### src/rtl/tx_uart_pkg.sv
// Shared types and helpers for the configurable UART transmitter:
// FSM states, parity/data-bit encodings and frame-format helper functions.
package tx_uart_pkg;

    typedef enum logic [2:0] {
        ST_IDLE   = 3'd0,
        ST_START  = 3'd1,
        ST_DATA   = 3'd2,
        ST_PARITY = 3'd3,
        ST_STOP   = 3'd4
    } tx_state_e;

    localparam logic [1:0] PAR_NONE = 2'd0;
    localparam logic [1:0] PAR_EVEN = 2'd1;
    localparam logic [1:0] PAR_ODD  = 2'd2;

    localparam logic [1:0] DB_5 = 2'd0;
    localparam logic [1:0] DB_6 = 2'd1;
    localparam logic [1:0] DB_7 = 2'd2;
    localparam logic [1:0] DB_8 = 2'd3;

    function automatic logic [3:0] data_bits_n(input logic [1:0] cfg);
        logic [3:0] n;
        case (cfg)
            DB_5:    n = 4'd5;
            DB_6:    n = 4'd6;
            DB_7:    n = 4'd7;
            DB_8:    n = 4'd8;
            default: n = 4'd8;
        endcase
        return n;
    endfunction

    // Parity over only the used data bits; odd parity is the inverted XOR.
    function automatic logic calc_parity(input logic [7:0] data,
                                         input logic [1:0] cfg,
                                         input logic       odd);
        logic [7:0] mask;
        case (cfg)
            DB_5:    mask = 8'h1F;
            DB_6:    mask = 8'h3F;
            DB_7:    mask = 8'h7F;
            DB_8:    mask = 8'hFF;
            default: mask = 8'hFF;
        endcase
        return (^(data & mask)) ^ odd;
    endfunction

endpackage

### src/rtl/uart_sync_fifo.sv
// Single-clock FIFO with level count; push is ignored when full and pop when empty.
module uart_sync_fifo #(
    parameter  int DEPTH = 4,
    parameter  int WIDTH = 8,
    localparam int AW    = $clog2(DEPTH),
    localparam int LW    = AW + 1
) (
    input  logic             clk,
    input  logic             rst_n,
    input  logic             push_i,
    input  logic [WIDTH-1:0] data_i,
    input  logic             pop_i,
    output logic [WIDTH-1:0] data_o,
    output logic             full_o,
    output logic             empty_o,
    output logic [LW-1:0]    level_o
);

    logic [WIDTH-1:0] mem_q [DEPTH];
    logic [AW-1:0]    wr_ptr_q, wr_ptr_d;
    logic [AW-1:0]    rd_ptr_q, rd_ptr_d;
    logic [LW-1:0]    level_q,  level_d;
    logic             do_push_s;
    logic             do_pop_s;

    assign full_o    = (level_q == LW'(DEPTH));
    assign empty_o   = (level_q == {LW{1'b0}});
    assign level_o   = level_q;
    assign data_o    = mem_q[rd_ptr_q];
    assign do_push_s = push_i && !full_o;
    assign do_pop_s  = pop_i && !empty_o;

    // Pointer and level next-state; pointers wrap naturally since DEPTH is a power of two.
    always_comb begin
        wr_ptr_d = wr_ptr_q;
        rd_ptr_d = rd_ptr_q;
        level_d  = level_q;
        if (do_push_s) begin
            wr_ptr_d = wr_ptr_q + AW'(1);
        end else begin
            wr_ptr_d = wr_ptr_q;
        end
        if (do_pop_s) begin
            rd_ptr_d = rd_ptr_q + AW'(1);
        end else begin
            rd_ptr_d = rd_ptr_q;
        end
        case ({do_push_s, do_pop_s})
            2'b10:   level_d = level_q + LW'(1);
            2'b01:   level_d = level_q - LW'(1);
            default: level_d = level_q;
        endcase
    end

    // Pointer/level registers.
    always_ff @(posedge clk or negedge rst_n) begin
        if (!rst_n) begin
            wr_ptr_q <= {AW{1'b0}};
            rd_ptr_q <= {AW{1'b0}};
            level_q  <= {LW{1'b0}};
        end else begin
            wr_ptr_q <= wr_ptr_d;
            rd_ptr_q <= rd_ptr_d;
            level_q  <= level_d;
        end
    end

    // Storage array, written only on an accepted push.
    always_ff @(posedge clk) begin
        if (do_push_s) begin
            mem_q[wr_ptr_q] <= data_i;
        end
    end

endmodule

### src/rtl/tx_uart_fifo.sv
// Configurable UART transmitter (5-8 data bits, none/even/odd parity, 1-2 stop bits)
// fed by an internal FIFO so queued frames go out back-to-back.
module tx_uart_fifo
    import tx_uart_pkg::*;
#(
    parameter  int DIV_W      = 16,
    parameter  int FIFO_DEPTH = 4,
    localparam int LVL_W      = $clog2(FIFO_DEPTH) + 1
) (
    input  logic             clk,
    input  logic             rst,
    input  logic [DIV_W-1:0] baud_div,
    input  logic [1:0]       cfg_data_bits,
    input  logic [1:0]       cfg_parity,
    input  logic             cfg_stop2,
    input  logic             in_valid,
    input  logic [7:0]       in_data,
    output logic             in_ready,
    output logic             tx_pin,
    output logic             busy,
    output logic             tx_done,
    output logic [LVL_W-1:0] fifo_level
);

    tx_state_e        state_q,    state_d;
    logic [7:0]       shift_q,    shift_d;
    logic             par_bit_q,  par_bit_d;
    logic             par_en_q,   par_en_d;
    logic             stop2_q,    stop2_d;
    logic [2:0]       last_idx_q, last_idx_d;
    logic [2:0]       bit_idx_q,  bit_idx_d;
    logic             stop_idx_q, stop_idx_d;
    logic [DIV_W-1:0] div_q,      div_d;
    logic [DIV_W-1:0] timer_q,    timer_d;
    logic             tx_pin_q,   tx_pin_d;
    logic             tx_done_q,  tx_done_d;

    logic             start_frame_s;
    logic             timer_zero_s;
    logic             fifo_full_s;
    logic             fifo_empty_s;
    logic [7:0]       fifo_data_s;

    uart_sync_fifo #(
        .DEPTH (FIFO_DEPTH),
        .WIDTH (8)
    ) u_fifo (
        .clk     (clk),
        .rst_n   (rst),
        .push_i  (in_valid),
        .data_i  (in_data),
        .pop_i   (start_frame_s),
        .data_o  (fifo_data_s),
        .full_o  (fifo_full_s),
        .empty_o (fifo_empty_s),
        .level_o (fifo_level)
    );

    assign timer_zero_s = (timer_q == {DIV_W{1'b0}});
    assign in_ready     = !fifo_full_s;
    assign tx_pin       = tx_pin_q;
    assign tx_done      = tx_done_q;
    assign busy         = (state_q != ST_IDLE) || !fifo_empty_s;

    // Frame sequencer: tx_pin_d is the line level for the cycle after this edge.
    always_comb begin
        state_d       = state_q;
        shift_d       = shift_q;
        par_bit_d     = par_bit_q;
        par_en_d      = par_en_q;
        stop2_d       = stop2_q;
        last_idx_d    = last_idx_q;
        bit_idx_d     = bit_idx_q;
        stop_idx_d    = stop_idx_q;
        div_d         = div_q;
        timer_d       = timer_zero_s ? div_q : (timer_q - DIV_W'(1));
        tx_pin_d      = tx_pin_q;
        tx_done_d     = 1'b0;
        start_frame_s = 1'b0;

        case (state_q)
            ST_IDLE: begin
                timer_d       = timer_q;
                tx_pin_d      = 1'b1;
                start_frame_s = !fifo_empty_s;
            end
            ST_START: begin
                if (timer_zero_s) begin
                    state_d   = ST_DATA;
                    bit_idx_d = 3'd0;
                    tx_pin_d  = shift_q[0];
                end else begin
                    state_d   = ST_START;
                end
            end
            ST_DATA: begin
                if (timer_zero_s && (bit_idx_q == last_idx_q)) begin
                    state_d    = par_en_q ? ST_PARITY : ST_STOP;
                    tx_pin_d   = par_en_q ? par_bit_q : 1'b1;
                    stop_idx_d = 1'b0;
                end else if (timer_zero_s) begin
                    bit_idx_d  = bit_idx_q + 3'd1;
                    shift_d    = {1'b0, shift_q[7:1]};
                    tx_pin_d   = shift_q[1];
                end else begin
                    state_d    = ST_DATA;
                end
            end
            ST_PARITY: begin
                if (timer_zero_s) begin
                    state_d    = ST_STOP;
                    stop_idx_d = 1'b0;
                    tx_pin_d   = 1'b1;
                end else begin
                    state_d    = ST_PARITY;
                end
            end
            ST_STOP: begin
                if (timer_zero_s && stop2_q && !stop_idx_q) begin
                    stop_idx_d = 1'b1;
                end else if (timer_zero_s) begin
                    // Final stop period ends: chain straight into the next frame if one is queued.
                    tx_done_d     = 1'b1;
                    state_d       = ST_IDLE;
                    tx_pin_d      = 1'b1;
                    start_frame_s = !fifo_empty_s;
                end else begin
                    state_d       = ST_STOP;
                end
            end
            default: begin
                state_d  = ST_IDLE;
                tx_pin_d = 1'b1;
                timer_d  = {DIV_W{1'b0}};
            end
        endcase

        if (start_frame_s) begin
            state_d    = ST_START;
            shift_d    = fifo_data_s;
            par_bit_d  = calc_parity(fifo_data_s, cfg_data_bits, (cfg_parity == PAR_ODD));
            par_en_d   = (cfg_parity == PAR_EVEN) || (cfg_parity == PAR_ODD);
            stop2_d    = cfg_stop2;
            last_idx_d = 3'(data_bits_n(cfg_data_bits) - 4'd1);
            div_d      = baud_div;
            timer_d    = baud_div;
            tx_pin_d   = 1'b0;
        end else begin
            shift_d    = shift_d;
        end
    end

    // FSM, shadow configuration and output registers; reset forces the line idle at once.
    always_ff @(posedge clk or negedge rst) begin
        if (!rst) begin
            state_q    <= ST_IDLE;
            shift_q    <= 8'd0;
            par_bit_q  <= 1'b0;
            par_en_q   <= 1'b0;
            stop2_q    <= 1'b0;
            last_idx_q <= 3'd7;
            bit_idx_q  <= 3'd0;
            stop_idx_q <= 1'b0;
            div_q      <= {DIV_W{1'b0}};
            timer_q    <= {DIV_W{1'b0}};
            tx_pin_q   <= 1'b1;
            tx_done_q  <= 1'b0;
        end else begin
            state_q    <= state_d;
            shift_q    <= shift_d;
            par_bit_q  <= par_bit_d;
            par_en_q   <= par_en_d;
            stop2_q    <= stop2_d;
            last_idx_q <= last_idx_d;
            bit_idx_q  <= bit_idx_d;
            stop_idx_q <= stop_idx_d;
            div_q      <= div_d;
            timer_q    <= timer_d;
            tx_pin_q   <= tx_pin_d;
            tx_done_q  <= tx_done_d;
        end
    end

endmodule

### config.mk
export PLATFORM = sky130hd
export DESIGN_NAME = tx_uart_fifo
export DESIGN_NICKNAME = d
export VERILOG_FILES = /design/src/rtl/tx_uart_pkg.sv /design/src/rtl/uart_sync_fifo.sv /design/src/rtl/tx_uart_fifo.sv
export SDC_FILE = /design/constraint.sdc
export NUM_CORES = 1
export LEC_CHECK = 0
export BUFFER_PORTS_ARGS = -buffer_cell sky130_fd_sc_hd__buf_2
export CAP_MARGIN = 10
export CELL_PAD_IN_SITES_DETAIL_PLACEMENT = 1
export CELL_PAD_IN_SITES_GLOBAL_PLACEMENT = 2
export CORE_UTILIZATION = 41
export DETAILED_ROUTE_END_ITERATION = 10
export GPL_ROUTABILITY_DRIVEN = 0
export PLACE_DENSITY_LB_ADDON = 0.1
export SLEW_MARGIN = 25
export SYNTH_ARGS = -nofsm -noshare
export SYNTH_HDL_FRONTEND = slang
export SYNTH_HIERARCHICAL = 1
export SYNTH_SLANG_ARGS = --single-unit
### constraint.sdc
create_clock -name clk -period 4.43 [get_ports clk]
set_input_delay 0.2215 -clock clk [delete_from_list [all_inputs] [get_ports clk]]
set_output_delay 0.2215 -clock clk [all_outputs]
set_load 0.02 [all_outputs]
==> flow_metrics.py, run 1 <==
metrics = {
    "final_layout": {
        "nFillCells": 1153,
        "final_nets": 474,
        "diodes": 0,
        "fin_util_pct": 48.99,
        "drive_gt1_share_pct": 25.12,
        "postLayoutCellArea_um2": 5404,
        "area_delta_synth_final_pct": 14.20,
    },
    "placed_design": {
        "placed_cell_area_um2": 5090,
        "port_buffers": 38,
        "post-place-ws_ns": 0.8999,
        "dp_hpwl_um": 7476,
    },
    "logic_synthesis": {
        "ys_seq_elements": 94,
        "yosysTopAreaCellShare_pct": 30.67,
        "synth.area.top_cells": "dfrtp_1 31%, edfxtp_1 20%, a221o_1 4.4%",
        "synthArstFlopShare_pct": 65.96,
        "synthTopCellsByCount": "58 x dfrtp_1, 32 x edfxtp_1, 28 x nor2_1",
        "ys_types": 62,
        "ys_warn_count": 6,
        "synth-edff-count": 32,
        "synthCells": 389,
        "syn_area_um2": 4732,
        "synth.most_common_cell": "dfrtp_1",
        "syn_area_per_cell_um2": 12.16,
        "ys_seq_area_share_pct": 53.20,
        "synth_top_cell_by_area": "dfrtp_1",
        "yosys_most_used_dff": "dfrtp_1",
        "syn_nets": 434,
    },
    "power": {
        "power_density_nw_per_um2": 657.6,
        "ir_worst_vdd_mv": 0.5190,
        "leakagePower_nw": 2.205,
    },
    "worst_setup_path": {
        "critPathArrivalTime_ns": 3.81,
        "cp.required_ns": 4.70,
        "startpoint_type": "flip-flop",
        "path_delay_family": "simple AND/OR/NAND/NOR gates",
        "worst_path_largest_cell_delay_ns": 0.52,
        "crit_path_end_kind": "flip-flop",
        "critical_path_class": "reg -> reg",
        "crit_path_cell_trace": "inv_1 -> ha_1 -> nor4b_1 -> nand4_2 -> buf_4 -> o21ai_1 -> buf_4 -> and2_1 -> o31a_2 -> ha_1 -> inv_1 -> fa_1 -> xor2_1 -> nor2_1 -> xor2_1",
        "worst-path-buf-inv": 4,
        "slowest_stage": "nor4b_1",
        "path_max_fanout": 24,
    },
    "timing": {
        "max_freq_ghz": 0.2824,
        "finalMaxSlewViolations": 0,
        "max-slew-margin-rel_pct": 45.92,
        "worst_slack_ns": 0.8892,
        "rsz0062_at_grt": "false",
        "hold_ws_ns": 0.02987,
        "setup_viol": 0,
        "timing.final.crit_share_pct": 79.93,
        "layout_min_cycle_time_ns": 3.541,
        "worst_slew_pin_slew_ns": 0.8044,
        "hold_viol": 0,
        "clock_skew_ns": 0.008540,
        "tns_ns": 0,
    },
    "floorplan": {
        "start_util_pct": 42.90,
        "boundaryPins": 39,
        "die_width_um": 109.4,
        "std_cell_rows": 38,
        "die_y_um": 109.4,
        "core_area_um2": 11030,
        "die_area_um2": 11970,
    },
    "route": {
        "ant_nets": 0,
        "drtIter0Drc": 110,
        "via_count": 3211,
        "wl_per_cell_um": 18.65,
        "routed_wl_um": 10710,
        "dr.pass1.iters": 4,
        "drc": 0,
        "routed_via_density": 5.594,
    },
    "min_path": {
        "hold_path.class": "in -> async",
    },
    "grt": {
        "grt_pass1_vias": 3434,
        "grt.overflow.total": 0,
        "antenna_found_initial": 0,
        "grt_usage_pct": 20.13,
        "grt_max_degree": 63,
        "grt_pass1_wl_um": 18130,
    },
    "status": {
        "status": "finished, final reports clean",
    },
    "clock_tree": {
        "clock_sinks": 94,
        "post_cts.repair.setup_buffers": 0,
        "cts_tree": "done",
        "clock_latency_ns": 0.35,
        "cts_resized": 0,
        "cts_hold_buf": 0,
        "cts_buffer_depth": 2,
        "cts_buffers": 9,
        "clk_pin_slew_ns": 0.07,
        "h-tree-depth": 3,
        "clockRootBuffer": "clkbuf_16",
    },
    "job": {
        "drv_cap": 0,
    },
}
layout make-up:
class | instances | area [µm²] | area share, %
repair buffers | 48 | 265.3 | 4.909
inverters | 18 | 67.56 | 1.250
well taps | 140 | 175.2 | 3.241
clock inverters | 7 | 88.84 | 1.644
multi-input cells | 258 | 2064 | 38.20
clock buffers | 9 | 225.2 | 4.168
flip-flops and latches | 94 | 2517 | 46.58
worst reg2reg max path, delay by kind of cell (launching register included):
| kind | cells | cell delay (ns) |
|---|---|---|
| AOI/OAI and AO/OA | 2 | 0.34 |
| xor gates and xnor gates | 2 | 0.30 |
| buffers and inverters | 4 | 0.63 |
| DFF | 1 | 0.45 |
| adders and majority gates | 3 | 0.78 |
| and+or+nand+nor | 4 | 0.96 |
metrics by stage:
stage / std cells / power (W)
5_1_grt: 574 / 0.003808
3_5_place_dp: 558 / 0.002769
4_1_cts: 574 / 0.003610
6_report: 574 / 0.003554
2_1_floorplan: 389 / 0.002427
3_3_place_gp: 558 / 0.002729
where the power goes:
part / leakage (nW) / internal, W / switching (W) / total [W]
Combinational: 1.01 / 0.000624 / 0.000571 / 0.00120
Clock: 0.158 / 0.000455 / 0.000364 / 0.000818
Sequential: 1.04 / 0.00123 / 0.000314 / 0.00154
Total: 2.20 / 0.00230 / 0.00125 / 0.00355
logic make-up (layout without fill, tap and decap cells):
logic type	count (synthesis)	after routing	share of synthesized area, %
compound gates	81	81	12.93
flops	94	94	53.20
buf+inv	37	82	3.305
xor+xnor	24	24	4.442
mux	29	29	8.805
fa+ha+maj	13	13	3.596
simple gates	111	111	13.72
state kept, by name, summed over array words and instances (netlist names):
name             flops
u_fifo/mem_q        32
div_q               16
timer_q             16
shift_q              8
bit_idx_q            3
last_idx_q           3
state_q              3
u_fifo/level_o       3
u_fifo/rd_ptr_q      2
u_fifo/wr_ptr_q      2
par_bit_q            1
par_en_q             1
stop2_q              1
stop_idx_q           1
tx_done              1
tx_pin               1
layer usage:
metal  GRT usage, %  up-vias  share of wire, %
li1               -     1547                 -
met1          25.69     1616                46
met2          34.14       37                50
met3          3.853       11               2.7
met4          7.143        0               1.3
met5              0        -                 0
layout by cell type, fill, tap and decap left out, types with 5 or more instances in the layout:
master	synthesis	routed
a221o_1	21	21
clkbuf_16	0	9
dfrtp_1	58	58
inv_1	18	18
mux2_2	13	13
nand2_1	12	12
and3_1	7	7
a21oi_1	19	19
o21ai_0	11	11
xnor2_1	13	13
buf_2	5	38
nor2_1	28	28
mux4_2	8	8
edfxtp_1	32	32
nor3_1	14	14
ha_1	12	12
a31oi_1	5	5
xor2_1	11	11
buf_4	3	10
nand3_1	8	8
worst paths after layout:
check                           depth (start not counted)                 end        from  slack, ns
min in group clk                                        1  u_fifo/mem_q[2][3]  in_data[3]       0.08
worst max register to register                         15   u_fifo/level_o[2]  timer_q[0]       0.89
worst min register to register                          1          stop_idx_q  stop_idx_q       0.48
worst min-delay path                                    2          timer_q[7]         rst       0.03
worst max-delay path                                   15   u_fifo/level_o[2]  timer_q[0]       0.89
max in group asynchronous                               2          state_q[0]         rst       3.84
(Power assumes the default switching activity.)
==> inputs of run 2 (changes only) <==
--- a/config.mk
+++ b/config.mk
@@ -9,7 +9,7 @@
 export CAP_MARGIN = 10
 export CELL_PAD_IN_SITES_DETAIL_PLACEMENT = 1
 export CELL_PAD_IN_SITES_GLOBAL_PLACEMENT = 2
-export CORE_UTILIZATION = 41
+export CORE_UTILIZATION = 37
 export DETAILED_ROUTE_END_ITERATION = 10
 export GPL_ROUTABILITY_DRIVEN = 0
 export PLACE_DENSITY_LB_ADDON = 0.1
==> constraint.sdc (replaced) <==
create_clock -name clk -period 2.94 [get_ports clk]
set_input_delay 0.147 -clock clk [delete_from_list [all_inputs] [get_ports clk]]
set_output_delay 0.147 -clock clk [all_outputs]
set_load 0.02 [all_outputs]
==> run 2 against run 1 <==
  * Clock-buffer cell count is 1 higher
  * First-iteration DRC count is 14% higher
  * Global-route usage decreased by 1.1 points
  * Final cell count up 7.1%
  * Power increased by 52%
  * Hold slack got worse by 0.019 ns
  * Sequential power up 50%
  * Flip-flop and latch count unchanged
  * Clock skew is 0.00063 ns higher
  * Combinational power up 64%
  * Critical path type unchanged
  * Largest cell class unchanged
==> flow_metrics.py, run 2 (synthesis results as in run 1) <==
metrics = {
    "status": {
        "status": "finished, final reports clean",
    },
    "final_layout": {
        "reg_top3": "u_fifo/mem_q (32), div_q (16), timer_q (16)",
        "diodes": 0,
        "final_nets": 487,
        "largest_reg_flops": 32,
        "fin_util_pct": 45.34,
        "nFillCells": 1329,
        "layout_commonest_cell": "dfrtp_1",
        "mostFrequentLayoutCells": "57 x dfrtp_1, 38 x buf_2, 32 x edfxtp_1, 28 x nor2_1, 21 x a221o_1",
        "regMostFlops": "u_fifo/mem_q",
        "drive_gt1_share_pct": 27.52,
        "stdcell_count": 615,
        "area_delta_synth_final_pct": 17.48,
    },
    "power": {
        "power_density_nw_per_um2": 973.4,
        "leakagePower_nw": 2.256,
        "ir_worst_vdd_mv": 0.4533,
    },
    "worst_setup_path": {
        "crit_path_end_kind": "flip-flop",
        "worst_path_largest_cell_delay_ns": 0.45,
        "cp.required_ns": 3.21,
        "rr_worst_depth": 13,
        "slowest_stage": "dfrtp_2",
        "critPathArrivalTime_ns": 3.05,
        "crit_path_cell_trace": "inv_1 -> ha_2 -> nor4b_4 -> nand4_2 -> o21ai_2 -> and2_4 -> o31a_2 -> ha_1 -> inv_1 -> fa_1 -> xor2_1 -> nor2_1 -> xor2_1",
        "startpoint_type": "flip-flop",
        "path_max_fanout": 6,
        "r2r_slack_ns": 0.16,
        "critical_path_class": "reg -> reg",
    },
    "min_path": {
        "whs_path_depth": 1,
        "hold_path.class": "in -> reg",
    },
    "route": {
        "wl_per_cell_um": 18.29,
        "routed_wl_um": 11250,
        "ant_nets": 0,
        "wl_met2_um": 4989,
        "met1_length_um": 5841,
        "highest_layer": "met4",
        "drtIter0Drc": 125,
        "via_count": 3340,
        "wl_met3_um": 260,
        "dr.pass1.iters": 4,
        "drc": 0,
        "routed_via_density": 5.431,
    },
    "timing": {
        "hold_ws_ns": 0.01085,
        "layout_min_cycle_time_ns": 2.784,
        "finalMaxSlewViolations": 0,
        "hold_viol": 0,
        "setup_viol": 0,
        "clock_skew_ns": 0.009173,
        "max-slew-margin-rel_pct": 58.60,
        "worst_slew_pin_slew_ns": 0.6053,
        "timing.final.crit_share_pct": 94.68,
        "max_freq_ghz": 0.3593,
    },
    "job": {
        "drv_cap": 0,
    },
    "placed_design": {
        "placed_cells": 595,
        "port_buffers": 38,
        "dp_hpwl_um": 7631,
    },
    "clock_tree": {
        "cts_tree": "done",
        "h-tree-depth": 3,
        "clk_pin_slew_ns": 0.07,
        "clock_sinks": 94,
        "cts_buffers": 9,
        "clock_latency_ns": 0.35,
        "clockRootBuffer": "clkbuf_16",
        "cts_buffer_depth": 2,
    },
    "grt": {
        "grt_pass1_vias": 3541,
        "grt.overflow.total": 0,
        "grt_max_degree": 63,
        "grt_usage_pct": 19.02,
        "antenna_found_initial": 0,
        "grt_pass1_wl_um": 18890,
    },
    "floorplan": {
        "die_width_um": 115.1,
        "core_area_um2": 12260,
        "std_cell_rows": 40,
        "die_area_um2": 13250,
        "boundaryPins": 39,
        "die_y_um": 115.1,
        "start_util_pct": 38.59,
    },
}
[run 2: cell count changes in the layout (fill, tap and decap cells not counted), sizes merged]
cell	previous run	this run
buf	48	58
dlygate4sd3	0	3
inv	23	21
bufinv	1	0
clkbuf	9	10
clkinv	1	2
clkinvlp	0	1
[run 2: report_power, final]
group / total, W / internal (W) / leakage, nW / switching, W
Sequential: 0.00231 / 0.00185 / 1.04 / 0.000460
Clock: 0.00113 / 0.000589 / 0.136 / 0.000545
Combinational: 0.00197 / 0.00101 / 1.08 / 0.000959
[run 2: cell type report]
cell class	instances	area [µm²]	share of cell area [%]
multi-input combinational	258	2097	37.72
clock buffer	10	229.0	4.119
inverter	18	67.56	1.215
timing repair buffer	61	382.9	6.887
sequential	94	2519	45.31
clock inverter	6	53.80	0.9678
tap	168	210.2	3.781
[run 2: worst paths after layout]
kind,startpoint,endpoint
worst max-delay path,timer_q[1],u_fifo/level_o[2]
max in group asynchronous,rst,last_idx_q[0]
worst max register to register,timer_q[1],u_fifo/level_o[2]
worst min-delay path,in_data[5],u_fifo/mem_q[1][5]
worst min register to register,stop_idx_q,stop_idx_q
min in group asynchronous,rst,bit_idx_q[1]
[run 2: worst max-delay path, delay by kind of cell (launching register included)]
kind / cells / cell delay [ns]
adders and majority gates: 3 / 0.75
DFF: 1 / 0.45
and+or+nand+nor: 4 / 0.69
buffers and inverters: 2 / 0.13
xor gates and xnor gates: 2 / 0.32
AOI/OAI and AO/OA: 2 / 0.36
[run 2: metrics by stage]
step	setup WS (ns)	total power (W)	TNS [ns]	area [µm²]
2_1_floorplan	0.01023	0.003698	0	4767
3_3_place_gp	0.2492	0.004218	0	5238
3_5_place_dp	0.1194	0.004306	0	5238
4_1_cts	0.09678	0.005467	0	5550
5_1_grt	-0.02707	0.005782	-0.02707	5559
6_report	0.1565	0.005411	0	5559
[run 2: what timing repair did]
action / in CTS / in global routing
resized for setup: 0 / 1
hold endpoints to repair: 65 / 0
endpoints found under the setup margin: 0 / 1
buffers inserted: 0 / 1
hold buffers: 3 / 0
[run 2: layer usage]
layer  track usage (%)  vias up
met1             27.15     1715
met3             3.795       11
li1                  -     1571
met2             28.67       43
met4             6.926        0
met5                 0        -
